**config.mk**
```make
export PLATFORM = sky130hd
export DESIGN_NAME = frame_word_packer
export DESIGN_NICKNAME = d
export VERILOG_FILES = /design/src/rtl/frame_word_packer_pkg.sv /design/src/rtl/frame_word_packer_fifo.sv /design/src/rtl/frame_word_packer.sv
export SDC_FILE = /design/constraint.sdc
export NUM_CORES = 1
export LEC_CHECK = 0
export CAP_MARGIN = 20
export CORE_MARGIN = 2
export CORE_UTILIZATION = 60
export CTS_CLUSTER_DIAMETER = 40
export DETAILED_ROUTE_END_ITERATION = 10
export PLACE_DENSITY_LB_ADDON = 0.25
export SLEW_MARGIN = 20
export SYNTH_ARGS = -nofsm -noshare
export SYNTH_HDL_FRONTEND = slang
export SYNTH_SLANG_ARGS = --single-unit
```
**constraint.sdc**
```tcl
create_clock -name clock -period 3.04 [get_ports clock]
set_clock_uncertainty 0.15 [all_clocks]
set_input_delay 0.456 -clock clock [delete_from_list [all_inputs] [get_ports clock]]
set_output_delay 0.456 -clock clock [all_outputs]
set_load 0.01 [all_outputs]
```
**src/rtl/frame_word_packer_pkg.sv**
```systemverilog
// Shared types and constants for the frame word packer.
package frame_word_packer_pkg;
  typedef enum logic [1:0] {ST_SYNC = 2'd0, ST_BLANK = 2'd1, ST_ACTIVE = 2'd2} state_e;
  localparam int PIX_PER_WORD = 4;
  localparam int PIX_W        = 8;
  localparam int WORD_W       = 32;
  localparam int LANE_W       = 2;
endpackage

```
**src/rtl/frame_word_packer_fifo.sv**
```systemverilog
// Small synchronous FIFO; a push while full is only taken if a pop frees a slot that cycle.
module pixel_word_fifo #(
  parameter int W     = 48,
  parameter int DEPTH = 4
) (
  input  logic         clock,
  input  logic         reset,
  input  logic         push_i,
  input  logic [W-1:0] push_data_i,
  input  logic         pop_i,
  output logic [W-1:0] head_o,
  output logic         full_o,
  output logic         empty_o
);
  localparam int PW = $clog2(DEPTH);

  logic [W-1:0] mem_q [DEPTH];
  logic [PW-1:0] wr_q, rd_q;
  logic [PW:0]   cnt_q;
  logic          do_pop, do_push;

  assign full_o  = (cnt_q == (PW+1)'(DEPTH));
  assign empty_o = (cnt_q == '0);
  assign do_pop  = pop_i & ~empty_o;
  assign do_push = push_i & (~full_o | do_pop);
  assign head_o  = mem_q[rd_q];

  always_ff @(posedge clock or negedge reset) begin
    if (!reset) begin
      for (int i = 0; i < DEPTH; i++) mem_q[i] <= '0;
      wr_q  <= '0;
      rd_q  <= '0;
      cnt_q <= '0;
    end else begin
      if (do_push) begin
        mem_q[wr_q] <= push_data_i;
        wr_q        <= wr_q + 1'b1;
      end
      if (do_pop) rd_q <= rd_q + 1'b1;
      case ({do_push, do_pop})
        2'b10:   cnt_q <= cnt_q + 1'b1;
        2'b01:   cnt_q <= cnt_q - 1'b1;
        default: cnt_q <= cnt_q;
      endcase
    end
  end
endmodule

```
**src/rtl/frame_word_packer.sv**
```systemverilog
// Packs a blanking-delimited 8-bit pixel stream into addressed 32-bit words behind a small FIFO.
module frame_word_packer
  import frame_word_packer_pkg::*;
#(
  parameter int WIDTH      = 320,
  parameter int HEIGHT     = 240,
  parameter int ADDR_W     = 15,
  parameter int FIFO_DEPTH = 4
) (
  input  logic              clock,
  input  logic              reset,
  input  logic              valid,
  input  logic [PIX_W-1:0]  data,
  input  logic              blankingregion,
  output logic              word_valid,
  input  logic              word_ready,
  output logic [WORD_W-1:0] word_data,
  output logic [ADDR_W-1:0] word_addr,
  output logic              word_last,
  output logic              frame_start,
  output logic              frame_done,
  output logic              frame_error,
  output logic              overflow
);
  localparam int WORDS = WIDTH * HEIGHT / PIX_PER_WORD;
  localparam int XW    = $clog2(WIDTH);
  localparam int YW    = $clog2(HEIGHT + 1);
  localparam int FW    = WORD_W + ADDR_W + 1;

  state_e              state_q;
  logic [XW-1:0]       x_q;
  logic [YW-1:0]       y_q;
  logic [LANE_W-1:0]   lane_q;
  logic [WORD_W-1:0]   pack_q, pack_ins, push_word;
  logic [ADDR_W-1:0]   word_q;
  logic                fs_q, fd_q, err_q, ovf_q;
  logic                pix, blk, frame_full, acc, push, push_last, fifo_full, fifo_empty;

  assign pix        = valid & ~blankingregion;
  assign blk        = valid & blankingregion;
  // y reaching HEIGHT means every active pixel of the frame has arrived
  assign frame_full = (y_q == YW'(HEIGHT));
  assign acc        = (state_q == ST_ACTIVE) & pix & ~frame_full;

  always_comb begin
    pack_ins = pack_q;
    pack_ins[PIX_W*lane_q +: PIX_W] = data;
  end

  always_comb begin
    push      = 1'b0;
    push_word = pack_ins;
    push_last = (word_q == ADDR_W'(WORDS - 1));
    if (acc && lane_q == LANE_W'(PIX_PER_WORD - 1)) begin
      push = 1'b1;
    end else if (state_q == ST_ACTIVE && blk && lane_q != '0) begin
      push      = 1'b1;
      push_word = pack_q;
      push_last = 1'b1;
    end
  end

  always_ff @(posedge clock or negedge reset) begin
    if (!reset) begin
      state_q <= ST_SYNC;
      x_q     <= '0;
      y_q     <= '0;
      lane_q  <= '0;
      pack_q  <= '0;
      word_q  <= '0;
      fs_q    <= 1'b0;
      fd_q    <= 1'b0;
      err_q   <= 1'b0;
      ovf_q   <= 1'b0;
    end else begin
      fs_q <= 1'b0;
      fd_q <= 1'b0;
      if (push && fifo_full && !word_ready) ovf_q <= 1'b1;
      case (state_q)
        ST_SYNC: if (blk) state_q <= ST_BLANK;
        ST_BLANK: if (pix) begin
          state_q <= ST_ACTIVE;
          fs_q    <= 1'b1;
          pack_q  <= {{(WORD_W-PIX_W){1'b0}}, data};
          lane_q  <= LANE_W'(1);
          x_q     <= XW'(1);
          y_q     <= '0;
          word_q  <= '0;
        end
        ST_ACTIVE: if (blk) begin
          state_q <= ST_BLANK;
          fd_q    <= 1'b1;
          if (!frame_full) err_q <= 1'b1;
          lane_q  <= '0;
          pack_q  <= '0;
          x_q     <= '0;
          y_q     <= '0;
          word_q  <= '0;
        end else if (pix) begin
          if (frame_full) begin
            err_q <= 1'b1;
          end else begin
            lane_q <= lane_q + 1'b1;
            if (lane_q == LANE_W'(PIX_PER_WORD - 1)) begin
              pack_q <= '0;
              word_q <= word_q + 1'b1;
            end else begin
              pack_q <= pack_ins;
            end
            if (x_q == XW'(WIDTH - 1)) begin
              x_q <= '0;
              y_q <= y_q + 1'b1;
            end else begin
              x_q <= x_q + 1'b1;
            end
          end
        end
        default: state_q <= ST_SYNC;
      endcase
    end
  end

  pixel_word_fifo #(.W(FW), .DEPTH(FIFO_DEPTH)) u_fifo (
    .clock       (clock),
    .reset       (reset),
    .push_i      (push),
    .push_data_i ({push_last, word_q, push_word}),
    .pop_i       (word_ready),
    .head_o      ({word_last, word_addr, word_data}),
    .full_o      (fifo_full),
    .empty_o     (fifo_empty)
  );

  assign word_valid  = ~fifo_empty;
  assign frame_start = fs_q;
  assign frame_done  = fd_q;
  assign frame_error = err_q;
  assign overflow    = ovf_q;
endmodule

```
==> impl_summary.md <==
Outcome
The run finished with clean final reports.

Yosys
The library cell with the highest instance count after synthesis is dfrtp_1. The cell type contributing the most total cell area after synthesis is dfrtp_1. The fraction of synthesized area in multiplexers is a little over a quarter. The number of nets in the synthesized netlist is 960. Summing the areas of all fa, ha and maj instances in the mapped netlist gives between 1.5 and 2% of the synthesized area. The post-synthesis sequential element count is 271. The yosys synthesis warning count is 0.

The synthesized netlist devotes 6.89% of its cell area to compound gates. In this run the biggest area consumer among cell types represents about 50% of the synthesized area. The cell count after synthesis came out at a little over 900. For this run, the leading register cell type out of synthesis is dfrtp_1. The sequential element share of the synthesized area is around 50%. The share of async-settable or async-resettable flops after synthesis is 100%. The number of synthesized flops with an enable pin is 0. Of the total synthesized cell area, the portion taken by XOR and XNOR cells is around 1.3%. The per-instance average area after synthesis is 14.2 sq um. The mapped netlist covers between 10000 and 15000 sq um. The main combinational cell family by area after synthesis is multiplexers. By count the netlist is led by dfrtp_1, mux2_2, mux2_4. Sorting the synthesized cells by area gives the leading types as dfrtp_1, mux2_2, mux2_4. Synthesis instantiated slightly above 60 different standard cells from the library. Summing the areas of all and, or, nand and nor instances in the mapped netlist gives just under 8% of the synthesized area.

Layout
The final antenna diode count is 0. The net count reported at finish is roughly 1100. Cells with a size suffix above 1 make up around 36% of the layout. The area growth from synthesis to layout is 18.4%.

Floorplan
The core region is about 22000 sq um. The chip height is 152 microns. The starting utilization of the core area is roughly 61%.

The die width is between 150 and 200 microns. In this run the count of I/O pins placed on the die edge is between 60 and 70. The die area is roughly 23000 sq um.

In this run the core area contains 54 standard-cell rows.

Worst setup path
Among cell families on the critical path, the largest total delay comes from buffers and inverters. The worst setup path startpoint is u_fifo.rd_q[1]. The arrival time at the worst endpoint is ~2300 ps. Walking the worst path, the cells encountered are buf_4 > mux4_2 > clkdlybuf4s50_1. Counting buffers and inverters, the worst setup path is 3 cells deep.

The endpoint identified for the worst register-to-register timing path is u_fifo.cnt_q[2]. By startpoint and endpoint, the worst setup path is classified as flop to primary output. Of all nets on the critical path, the largest fanout is 14. The buffers plus inverters on the worst setup path is 2. The worst register-to-register path begins at state_q[0]. For the worst setup path, the data required time is between 2000 and 2500 ps. The delay of the slowest cell on the worst path is 660 ps. The sort of element at the start of the critical path is a flop. The highest-delay cell along the critical path is dfrtp_2. The endpoint of the most critical setup path is word_data[6]. The flop-to-flop setup slack is about 260 ps.

The type of destination of the critical path is a primary output. The length in cells of the worst reg-to-reg path is 12.

CTS
The clock latency on the worst-skew pair is 520 ps. After clock tree synthesis, the clock-pin slew on the worst setup and hold paths is roughly 50 ps. In this run the number of H-tree levels came out at 2. The clock passes through at most 3 buffers. The tree built by TritonCTS fans out to about 270 sinks. The total CTS buffers is 38.

The clock root buffer is clkbuf_16. The clock tree from TritonCTS is built. In this run, post-CTS repair resized a total of 0 instances.

GRT
The largest net degree at the start of global routing is 92. The global-route usage over all layers is ~25%. For this run the aggregate overflow at the end of global routing stands at 0. The first-pass GRT wire length is about 47000 microns. The number of global-route vias before repair came to between 8000 and 9000.

The number of antenna violations at the first check in global routing is 0.

Timing
The final clock period utilization by the worst path is a little over nine tenths. For the pin with the worst max-slew slack, the measured transition is 733 ps. Setup violations remaining at the end of the flow were counted as 0. The final critical-path required period is between 2000 and 3000 ps. The count of pins over their slew limit is 0. The peak clock frequency supported by timing is around 340 MHz. Across all hold checks on the routed design, the worst slack comes to between 300 and 400 ps. Measured against its own limit, the worst slew margin works out to around 51%. Setup total negative slack on the finished layout was measured at 0 ps. Setup repair after global routing left no endpoint under its margin. The number of hold violations in the final report came to 0.

Placement
The number of I/O port buffers is 65. Summed over all nets, the half-perimeter wirelength after detailed placement is 17800 microns. The final weighted congestion in routability-driven placement is ~0.8.

Power
The clock share of power is 37.1%. The switching share of total power is ~31%. The power density over the cells is a little under 800 nW/um^2. The portion of total power attributed to sequential cells is between 30% and 40%. The net switching power figure is 3.75 mW. The internal power component is roughly 8.3 mW.

The static leakage power is slightly above 7 nW. Combinational cells account for 27.1% of the total power. The peak supply drop is 0.452 mV.

Drt
The count of antenna-violating nets left after detailed routing is 0. The wire length per cell is about 21 microns. The routed via count is about 8100. For this block, the routed nets add up to 28100 microns of wire. The detailed router's first-iteration violation count is around 420. The DRC violation count after routing is 0. The number of vias per cell is 6.04. The first detailed-routing pass ran for 5 iterations.

Flow run
The tool flagged a number of max-cap violations equal to 0.

Hold path
The worst min-delay path class is flop to flop.
[logic make-up (layout without fill, tap and decap cells)]
family,count (synthesis),count (layout)
AO/OA/AOI/OAI,121,121
XOR/XNOR,19,19
adder cells (fa/ha/maj),19,19
buffers and inverters,78,205
flip-flops,271,271
multiplexers,241,241
AND/OR/NAND/NOR,179,179
[area by class of cell]
| type | count | area (sq um) |
|---|---|---|
| well taps | 280 | 350 |
| clock buffers | 45 | 1020 |
| repair buffers | 117 | 1190 |
| multi-input cells | 579 | 5900 |
| clock inverters | 24 | 277 |
| inverters | 19 | 71.3 |
| flip-flops and latches | 271 | 6790 |
| fillers | 1418 | 6100 |
[state kept, by name (all words and copies together), names as in the netlist]
name,cells
u_fifo.mem_q,192
state_q,2
frame_error,1
frame_start,1
lane_q,2
frame_done,1
u_fifo.rd_q,2
x_q,9
u_fifo.cnt_q,3
u_fifo.wr_q,2
y_q,8
pack_q,32
overflow,1
word_q,15
[worst min-delay path by stage]
stage                               start              end  slack (ps)  cells past startpoint
after floorplan                     reset       frame_done          10                      0
after global placement         pack_q[31]       pack_q[31]         320                      1
after detailed placement       pack_q[27]       pack_q[27]         320                      1
after CTS                      pack_q[31]       pack_q[31]         340                      1
after global routing      u_fifo.cnt_q[2]  u_fifo.cnt_q[2]         350                      1
final                          pack_q[24]       pack_q[24]         330                      1
[routing by layer]
| layer | track usage [%] | vias up | wire length (microns) |
|---|---|---|---|
| li1 | - | 3619 | - |
| met4 | 7.08 | 0 | 517 |
| met1 | 36.2 | 4188 | 12900 |
| met3 | 3.74 | 50 | 1100 |
| met2 | 40.0 | 210 | 13600 |
| met5 | 0 | - | 0 |
[what timing repair did]
item | in CTS | in global routing
endpoints found under the setup margin | 28 | 0
buffers inserted | 1 | 0
hold buffers | 1 | 0
endpoints found under the hold margin | 84 | 0
[placed cells by master (no fill, tap or decap), types with 19 or more instances in the layout]
master             n
nand2_1           42
a22o_1            48
inv_1             19
mux2_4            80
buf_4             40
dfrtp_1          269
clkbuf_16         38
o21ai_0           23
mux4_2            48
clkdlybuf4s50_1   64
nor2_1            31
mux2_2           113
[metrics by stage]
stage / instance area (sq um) / std cells / total power, mW / utilization [%] / setup WS [ps]
global placement: 14300 / 1264 / 7.49 / 65.8 / 152
CTS: 15600 / 1335 / 12.1 / 71.9 / 106
floorplan: 13200 / 928 / 6.43 / - / 329
detailed placement: 14300 / 1264 / 7.56 / 65.8 / 90.9
finish: 15600 / 1335 / 12.0 / 71.9 / 110
global route: 15600 / 1335 / 12.6 / 71.9 / 64.6
[power by group through the flow]
stage | registers [mW] | logic [mW] | clock network (mW)
after floorplan | 4.23 | 2.21 | 0
after global placement | 4.37 | 3.12 | 0
after detailed placement | 4.39 | 3.18 | 0
after CTS | 4.30 | 3.27 | 4.53
after global routing | 4.35 | 3.53 | 4.70
final | 4.31 | 3.25 | 4.46
(Power assumes the default switching activity.)
